$ cat config.mk
export PLATFORM = sky130hd
export DESIGN_NAME = ysyx_210544_cache_arbiter
export DESIGN_NICKNAME = d
export VERILOG_FILES = /design/src/rtl/ysyx_210544_cache_arbiter_pkg.sv /design/src/rtl/ysyx_210544_arb_starve_cnt.sv /design/src/rtl/ysyx_210544_cache_arbiter.sv
export SDC_FILE = /design/constraint.sdc
export NUM_CORES = 1
export LEC_CHECK = 0
export BUFFER_PORTS_ARGS = -buffer_cell sky130_fd_sc_hd__buf_2
export CORE_AREA = 5 5 204 206
export DETAILED_ROUTE_END_ITERATION = 8
export DIE_AREA = 0 0 209 211
export GPL_TIMING_DRIVEN = 0
export PLACE_DENSITY = 0.58
export SETUP_SLACK_MARGIN = 0.15
export SYNTH_ARGS = -nofsm -noshare
export SYNTH_HDL_FRONTEND = slang
export SYNTH_SLANG_ARGS = --single-unit
$ cat constraint.sdc
create_clock -name clk -period 2.9 [get_ports clk]
set_clock_uncertainty 0.2 [all_clocks]
set_input_delay 0.145 -clock clk [delete_from_list [all_inputs] [get_ports clk]]
set_output_delay 0.145 -clock clk [all_outputs]
set_load 0.01 [all_outputs]
$ cat src/rtl/ysyx_210544_cache_arbiter_pkg.sv
// Shared constants and types for the IF/MEM cache-core arbiter.
package ysyx_210544_cache_arbiter_pkg;

  localparam int   BUS_64   = 64;
  localparam logic OP_READ  = 1'b0;
  localparam logic OP_WRITE = 1'b1;

  typedef enum logic [1:0] {
    ST_IDLE    = 2'd0,
    ST_GNT_IF  = 2'd1,
    ST_GNT_MEM = 2'd2,
    ST_RECOVER = 2'd3
  } arb_state_t;

  // One latched core access, whichever port it came from.
  typedef struct packed {
    logic              op;
    logic [BUS_64-1:0] addr;
    logic [BUS_64-1:0] wdata;
    logic [2:0]        bytes;
  } core_req_t;

endpackage

$ cat src/rtl/ysyx_210544_arb_starve_cnt.sv
// Counts MEM grants taken while IF waits; flags when IF must win the next tie.
module ysyx_210544_arb_starve_cnt #(
  parameter int STARVE_LIMIT = 4
) (
  input  logic clk,
  input  logic rst,
  input  logic clr,
  input  logic inc,
  output logic force_if
);

  localparam logic [3:0] LIM = 4'(STARVE_LIMIT);

  logic [3:0] cnt;

  always_ff @(posedge clk) begin
    if (rst || clr)
      cnt <= '0;
    else if (inc && cnt != LIM)
      cnt <= cnt + 4'd1;
  end

  assign force_if = (cnt == LIM);

endmodule

$ cat src/rtl/ysyx_210544_cache_arbiter.sv
// Time-shares the cache core between IF (read-only) and MEM (read/write) ports.
import ysyx_210544_cache_arbiter_pkg::*;

module ysyx_210544_cache_arbiter #(
  parameter bit MEM_PRIORITY = 1'b1,
  parameter int STARVE_LIMIT = 4
) (
  input  logic              clk,
  input  logic              rst,
  input  logic              i_hold,
  input  logic              i_if_req,
  input  logic [BUS_64-1:0] i_if_addr,
  input  logic [2:0]        i_if_bytes,
  output logic [BUS_64-1:0] o_if_rdata,
  output logic              o_if_ack,
  input  logic              i_mem_req,
  input  logic              i_mem_op,
  input  logic [BUS_64-1:0] i_mem_addr,
  input  logic [BUS_64-1:0] i_mem_wdata,
  input  logic [2:0]        i_mem_bytes,
  output logic [BUS_64-1:0] o_mem_rdata,
  output logic              o_mem_ack,
  output logic              o_core_req,
  output logic              o_core_op,
  output logic [BUS_64-1:0] o_core_addr,
  output logic [BUS_64-1:0] o_core_wdata,
  output logic [2:0]        o_core_bytes,
  input  logic [BUS_64-1:0] i_core_rdata,
  input  logic              i_core_ack
);

  arb_state_t state;
  core_req_t  cur, if_pkt, mem_pkt;
  logic       force_if, pick_if, pick_mem;

  always_comb begin
    if_pkt.op      = OP_READ;
    if_pkt.addr    = i_if_addr;
    if_pkt.wdata   = '0;
    if_pkt.bytes   = i_if_bytes;
    mem_pkt.op     = i_mem_op;
    mem_pkt.addr   = i_mem_addr;
    mem_pkt.wdata  = i_mem_wdata;
    mem_pkt.bytes  = i_mem_bytes;
    pick_if        = 1'b0;
    pick_mem       = 1'b0;
    if (state == ST_IDLE && !i_hold) begin
      if (i_if_req && i_mem_req) begin
        if (force_if || !MEM_PRIORITY) pick_if  = 1'b1;
        else                            pick_mem = 1'b1;
      end else begin
        pick_if  = i_if_req;
        pick_mem = i_mem_req;
      end
    end
  end

  // IF not waiting in IDLE means it is not being starved any more.
  ysyx_210544_arb_starve_cnt #(.STARVE_LIMIT(STARVE_LIMIT)) u_starve (
    .clk      (clk),
    .rst      (rst),
    .clr      (pick_if || (state == ST_IDLE && !i_if_req)),
    .inc      (pick_mem && i_if_req),
    .force_if (force_if)
  );

  always_ff @(posedge clk) begin
    if (rst) begin
      state       <= ST_IDLE;
      cur         <= '0;
      o_core_req  <= 1'b0;
      o_if_ack    <= 1'b0;
      o_mem_ack   <= 1'b0;
      o_if_rdata  <= '0;
      o_mem_rdata <= '0;
    end else begin
      o_if_ack  <= 1'b0;
      o_mem_ack <= 1'b0;
      case (state)
        ST_IDLE: begin
          if (pick_if || pick_mem) begin
            cur        <= pick_if ? if_pkt : mem_pkt;
            o_core_req <= 1'b1;
            state      <= pick_if ? ST_GNT_IF : ST_GNT_MEM;
          end
        end
        ST_GNT_IF: begin
          if (i_core_ack) begin
            o_core_req <= 1'b0;
            o_if_rdata <= i_core_rdata;
            o_if_ack   <= 1'b1;
            state      <= ST_RECOVER;
          end
        end
        ST_GNT_MEM: begin
          if (i_core_ack) begin
            o_core_req  <= 1'b0;
            o_mem_rdata <= i_core_rdata;
            o_mem_ack   <= 1'b1;
            state       <= ST_RECOVER;
          end
        end
        // Core needs one request-free cycle to drop its ack before the next grant.
        ST_RECOVER: state <= ST_IDLE;
        default:    state <= ST_IDLE;
      endcase
    end
  end

  assign o_core_op    = cur.op;
  assign o_core_addr  = cur.addr;
  assign o_core_wdata = cur.wdata;
  assign o_core_bytes = cur.bytes;

endmodule

## After elaboration in Yosys (flattened, before gate mapping)

Cells that the tools add are included.

| cells by class | value |
|---|---|
| add/subtract/negate cells | 1 |
| equality and inequality tests | 7 |
| multiplexer cells | 15 |
| bitwise operators | 2 |
| reductions and logical operators | 20 |

Operators with widths:

| cell | count |
|---|---|
| $mux 132 | 1 |
| $mux 1 | 9 |
| $reduce_and 2->1 | 4 |
| $mux 2 | 3 |
| $pmux 2 s3 | 1 |
| $reduce_or 2->1 | 3 |
| $logic_and 1x1->1 | 5 |
| $add 4x1->4 const B | 1 |
| $eq 2x2->1 const B | 2 |
| $eq 4x3->1 const B | 1 |
| $ne 2x1->1 const B | 2 |
| $ne 4x3->1 const B | 1 |
| $logic_or 1x1->1 | 3 |
| $reduce_and 3->1 | 1 |
| $eq 2x1->1 const B | 1 |
| $logic_not 1->1 | 2 |
| $logic_not 2->1 | 1 |
| $not 1->1 | 2 |
| $pmux 1 s2 | 1 |
| $reduce_bool 2->1 | 1 |

| storage, ports and cells | value |
|---|---|
| bits in registers | 269 |
| output and inout bits | 263 |
| logic and storage cells | 56 |

## Depth between registers and ports, before layout

| depth | value |
|---|---|
| word-level depth | 7 |
| depth in mapped cells | 9 |

## Cells and area by module

A second synthesis with hierarchy kept.

| unflattened totals | value |
|---|---|
| cells, all modules | 1220 |
| area total of the unflattened synthesis | 10095.9 um2 |

By module, submodules not included:

| module | instances | cells an instance | area an instance (um2) | seq. area each (um2) |
|---|---|---|---|---|
| ysyx_210544_cache_arbiter | 1 | 1195 | 9867.0 | 5305.1 |
| ysyx_210544_arb_starve_cnt | 1 | 25 | 229.0 | 80.1 |

## Worst setup path after synthesis

Ideal clock, no wire load.

| timing path | value |
|---|---|
| path kind | reg-to-reg |
| from | register state[0] |
| to | register cur, in the netlist o_core_addr[58] |
| data arrival time | 1519 ps |
| data required time | 2609 ps |
| setup slack | 1090 ps |
| cell stages (with the launch flop) | 10 |
| buffers on the path | 4 |
| period minus slack after synthesis | 1810 ps |
| cells stage by stage | dfxtp_1 inv_1 ha_1 buf_2 nor2b_1 buf_2 buf_4 buf_2 nor2_1 a311oi_1 |

| on the way | value |
|---|---|
| word-level cells in the longest chain between the ends | 5 |

RTL lines:

| element | RTL line | RTL |
|---|---|---|
| start, declared | ysyx_210544_cache_arbiter.sv:32 | `arb_state_t state;` |
| start signal, assigned | ysyx_210544_cache_arbiter.sv:84 | `state <= pick_if ? ST_GNT_IF : ST_GNT_MEM;` |
| $logic_not 2->1 * | ysyx_210544_cache_arbiter.sv:47, ysyx_210544_cache_arbiter.sv:79 |  |
| $logic_and 1x1->1 | ysyx_210544_cache_arbiter.sv:47 | `if (state == ST_IDLE && !i_hold) begin` |
| $mux 1 | ysyx_210544_cache_arbiter.sv:47 |  |
| $logic_or 1x1->1 | ysyx_210544_cache_arbiter.sv:81 | `if (pick_if \|\| pick_mem) begin` |
| $reduce_and 2->1 (no line) | n/a |  |
| end signal, assigned | ysyx_210544_cache_arbiter.sv:82 | `cur <= pick_if ? if_pkt : mem_pkt;` |
| end, declared | ysyx_210544_cache_arbiter.sv:33 | `core_req_t cur, if_pkt, mem_pkt;` |

Mark *: on every way between the ends. The rest lies on a longest branch, timed or not.
A chain may end at the register's enable or synchronous reset.

## Worst setup path after layout

| timing path | value |
|---|---|
| from | register state[0] |
| to | register cur, in the netlist o_core_addr[34] |

The elaborated chain is that of the path after synthesis.

==> metrics.csv <==
stage,metric,value,unit
pwr,Switching Share,32.6,%
sta,Tcrit/Tclk final,90.1,%
global_routing,largest net degree at the start of global routing,17,
placement,HPWL Detailed,37300,um
pwr,Switch Pwr,3.87,mW
sta,Final min period,2.61,ns
route,wire per inst,18.7,um
pwr,maximum VDD drop,0.406,mV
die,IO Count,532,
die,DIE WIDTH,209,um
clock_tree,Num CTS Buffers,31,
finish,share of layout cells above drive strength 1,28.4,%
critical_path,R2R Path Start,state[0],
pwr,Pwr Density,656,mW/mm^2
route,DR vias,14000,
global_routing,GRT Residual Overflow,0,
logic_synthesis,syn nets,1666,
sta,Final Hold Fails,0,
clock_tree,CTS sink count,269,
placement,PortBufs,529,
logic_synthesis,asr flop ratio synth,0,%
global_routing,vias in the first global route,13900,
route,Antenna Nets Post-Route,0,
sta,Final setup violation count,0,
critical_path,top fanout value on the critical path,10,
critical_path,worst setup path startpoint,state[0],
die,num rows,73,
pwr,Clock Power Share,35.4,%
global_routing,Tot GR Track Use,21.9,%
logic_synthesis,"EDFF count, synth",0,
logic_synthesis,Post-synth top flop,dfxtp_1,
clock_tree,clock latency on the worst-skew pair,0.57,ns
sta,RSZ-0062 raised after global routing,no,
hold_path,min-delay src,i_core_rdata[44],
global_routing,first-pass GRT wire length,78500,um
finish,Nets,2501,
logic_synthesis,Mapped Avg Cell Area,7.87,um^2
die,DIE AREA,0.0441,mm^2
pwr,total power,11.9,mW
logic_synthesis,synthesized area,0.0109,mm^2
logic_synthesis,"Seq/Total Area, Yosys",49.2,%
critical_path,R2R Path End,o_core_addr[34],
route,drc violations,0,
logic_synthesis,synth cell count leaders,"269 x dfxtp_1, 259 x nand2_1, 197 x o21ai_0, 195 x a21oi_1, 96 x clkbuf_1",
clock_tree,CTS tree,yes,
die,Initial Util,27.7,%
logic_synthesis,cell taking the most area after synthesis,dfxtp_1,
route,Via density,5.05,
placement,routability cong.,0.927,
die,die height,211,um
logic_synthesis,most common cell in the synthesized netlist,dfxtp_1,
run,MaxCap Viol Count,0,
route,total length of routed wires,51900,um
critical_path,CP Class,register to register,
clock_tree,# H-tree levels,1,
hold_path,hold path depth,4,
pwr,internal power,7.99,mW
logic_synthesis,"flops & latches, synth",269,
route,drt first pass iters,5,
critical_path,CP arrival,2.93,ns
sta,hold slack,0.173,ns
clock_tree,clk slew on worst S/H paths,0.06,ns
logic_synthesis,Syn. warnings,0,
sta,Slew @ Worst Pin,1.01,ns
hold_path,worst hold-check path type,input pin to register,
clock_tree,Root Driver,clkbuf_16,
sta,Slew HR,33.0,%
run_status,status,"finished, final reports clean",
logic_synthesis,"Distinct cells, synth",40,
logic_synthesis,Synth top area share,49.2,%
route,drt initial violations,1063,
critical_path,Worst Path Required,3.22,ns
finish,Layout area overhead,65.5,%
hold_path,hold endpoint,o_mem_rdata[44],
critical_path,crit path launch type,register,
pwr,leakage,7.74,nW
sta,max-slew violation count,0,
pwr,Flop pwr share,36.9,%
critical_path,Worst Reg-to-Reg Cells,9,
clock_tree,Clock Tree Buf Depth,3,
die,CORE AREA,0.0395,mm^2
logic_synthesis,Post-Synthesis Cells,1390,
logic_synthesis,synth top area cells,"dfxtp_1 49%, o21ai_0 9.0%, a21oi_1 8.9%, nand2_1 8.9%, a311oi_1 5.5%",
critical_path,r2r setup slk,0.29,ns
global_routing,initial antenna violation count,1,
pwr,Comb power frac,27.7,%
sta,Fmax achieved,383,MHz
sta,post-route setup TNS,0,ns
critical_path,critical path capture point type,register,
[registers in the layout, indices dropped and copies added (netlist names), 2 cells and up]
register / count
o_if_rdata: 64
o_core_bytes: 3
state: 2
o_core_addr: 64
u_starve.cnt: 4
o_core_wdata: 64
o_mem_rdata: 64
[cell families (layout without fill, tap and decap cells)]
group,count (synthesis),after routing,synth area share (%)
AO/OA/AOI/OAI,477,477,24.4
adder cells (fa/ha/maj),7,7,0.801
buffers and inverters,152,1008,5.82
flip-flops,269,269,49.2
other,0,1,0
AND/OR/NAND/NOR,485,485,19.7
[layout by cell type, fill, tap and decap left out, types with 2 or more instances in the layout]
cell and count:
nand2_1 259, clkbuf_4 5, a21oi_1 195, clkbuf_8 3, dlygate4sd3_1 270, dfxtp_1 269, buf_6 3, nand4_1 65
inv_1 5, nand3_1 70, clkbuf_2 17, ha_1 6, clkinvlp_4 3, nor2b_1 2, and2_1 2, o21ai_1 6
clkbuf_16 31, o21ai_0 197, buf_1 12, buf_4 5, bufinv_16 6, a311oi_1 68, a211oi_1 3, buf_2 553
nand2b_1 3, nor2_1 70, clkbuf_1 90, clkinv_2 4
[power groups by stage]
stage	Sequential, mW	Combinational (mW)	Clock [mW]
finish	4.38	3.29	4.20
CTS	4.37	3.24	4.28
detailed placement	4.45	2.88	0
global placement	4.43	2.86	0
floorplan	4.61	1.43	0
global route	4.43	3.61	4.42
[stage by stage]
step | worst slack [ns] | cells | utilization [%] | area (um^2)
final | 0.287 | 2772 | 45.9 | 18100
after global placement | 0.412 | 2444 | 36.1 | 14200
after CTS | 0.171 | 2768 | 45.7 | 18000
after detailed placement | 0.380 | 2444 | 36.1 | 14200
after floorplan | 1.09 | 1390 | - | 10900
after global routing | 0.156 | 2772 | 45.9 | 18100
[repair_timing]
action | CTS | global route
endpoints found under the setup margin | 0 | 37
resized for setup | 0 | 38
setup buffers | 0 | 3
hold buffers | 270 | 0
hold endpoints to repair | 267 | 0
[worst max path at each step]
| stage | end | cells after the start |
|---|---|---|
| finish | o_core_addr[34] | 9 |
| global route | o_core_addr[43] | 9 |
| CTS | o_core_addr[43] | 8 |
| detailed placement | o_if_rdata[60] | 4 |
| global placement | o_if_rdata[59] | 7 |
| floorplan | o_core_addr[58] | 9 |
[metal layers]
layer	part of all wire (%)	GRT usage, %	up-vias
met1	39	26.2	6501
met2	49	38.5	747
met4	4.5	9.18	0
met3	7.5	4.02	147
met5	0	0	-
li1	-	-	6598
[layout make-up]
type	count	area (um^2)
Fill cell	3821	21400
Sequential cell	269	5390
Timing Repair Buffer	802	5370
Multi-Input combinational cell	969	4930
Clock buffer	40	840
Tap cell	525	657
Buffer	147	652
Clock inverter	14	243
Inverter	5	18.8
Antenna cell	1	2.50
[critical path, cell delays in order (launching register included)]
cell and delay (ns):
dfxtp_1 0.34, inv_1 0.11, ha_1 0.15, buf_2 0.19, nor2b_1 0.14, clkbuf_4 0.22, clkbuf_2 0.27, nor2_1 0.06
a311oi_1 0.27, dlygate4sd3_1 0.61
(Power assumes the default switching activity.)
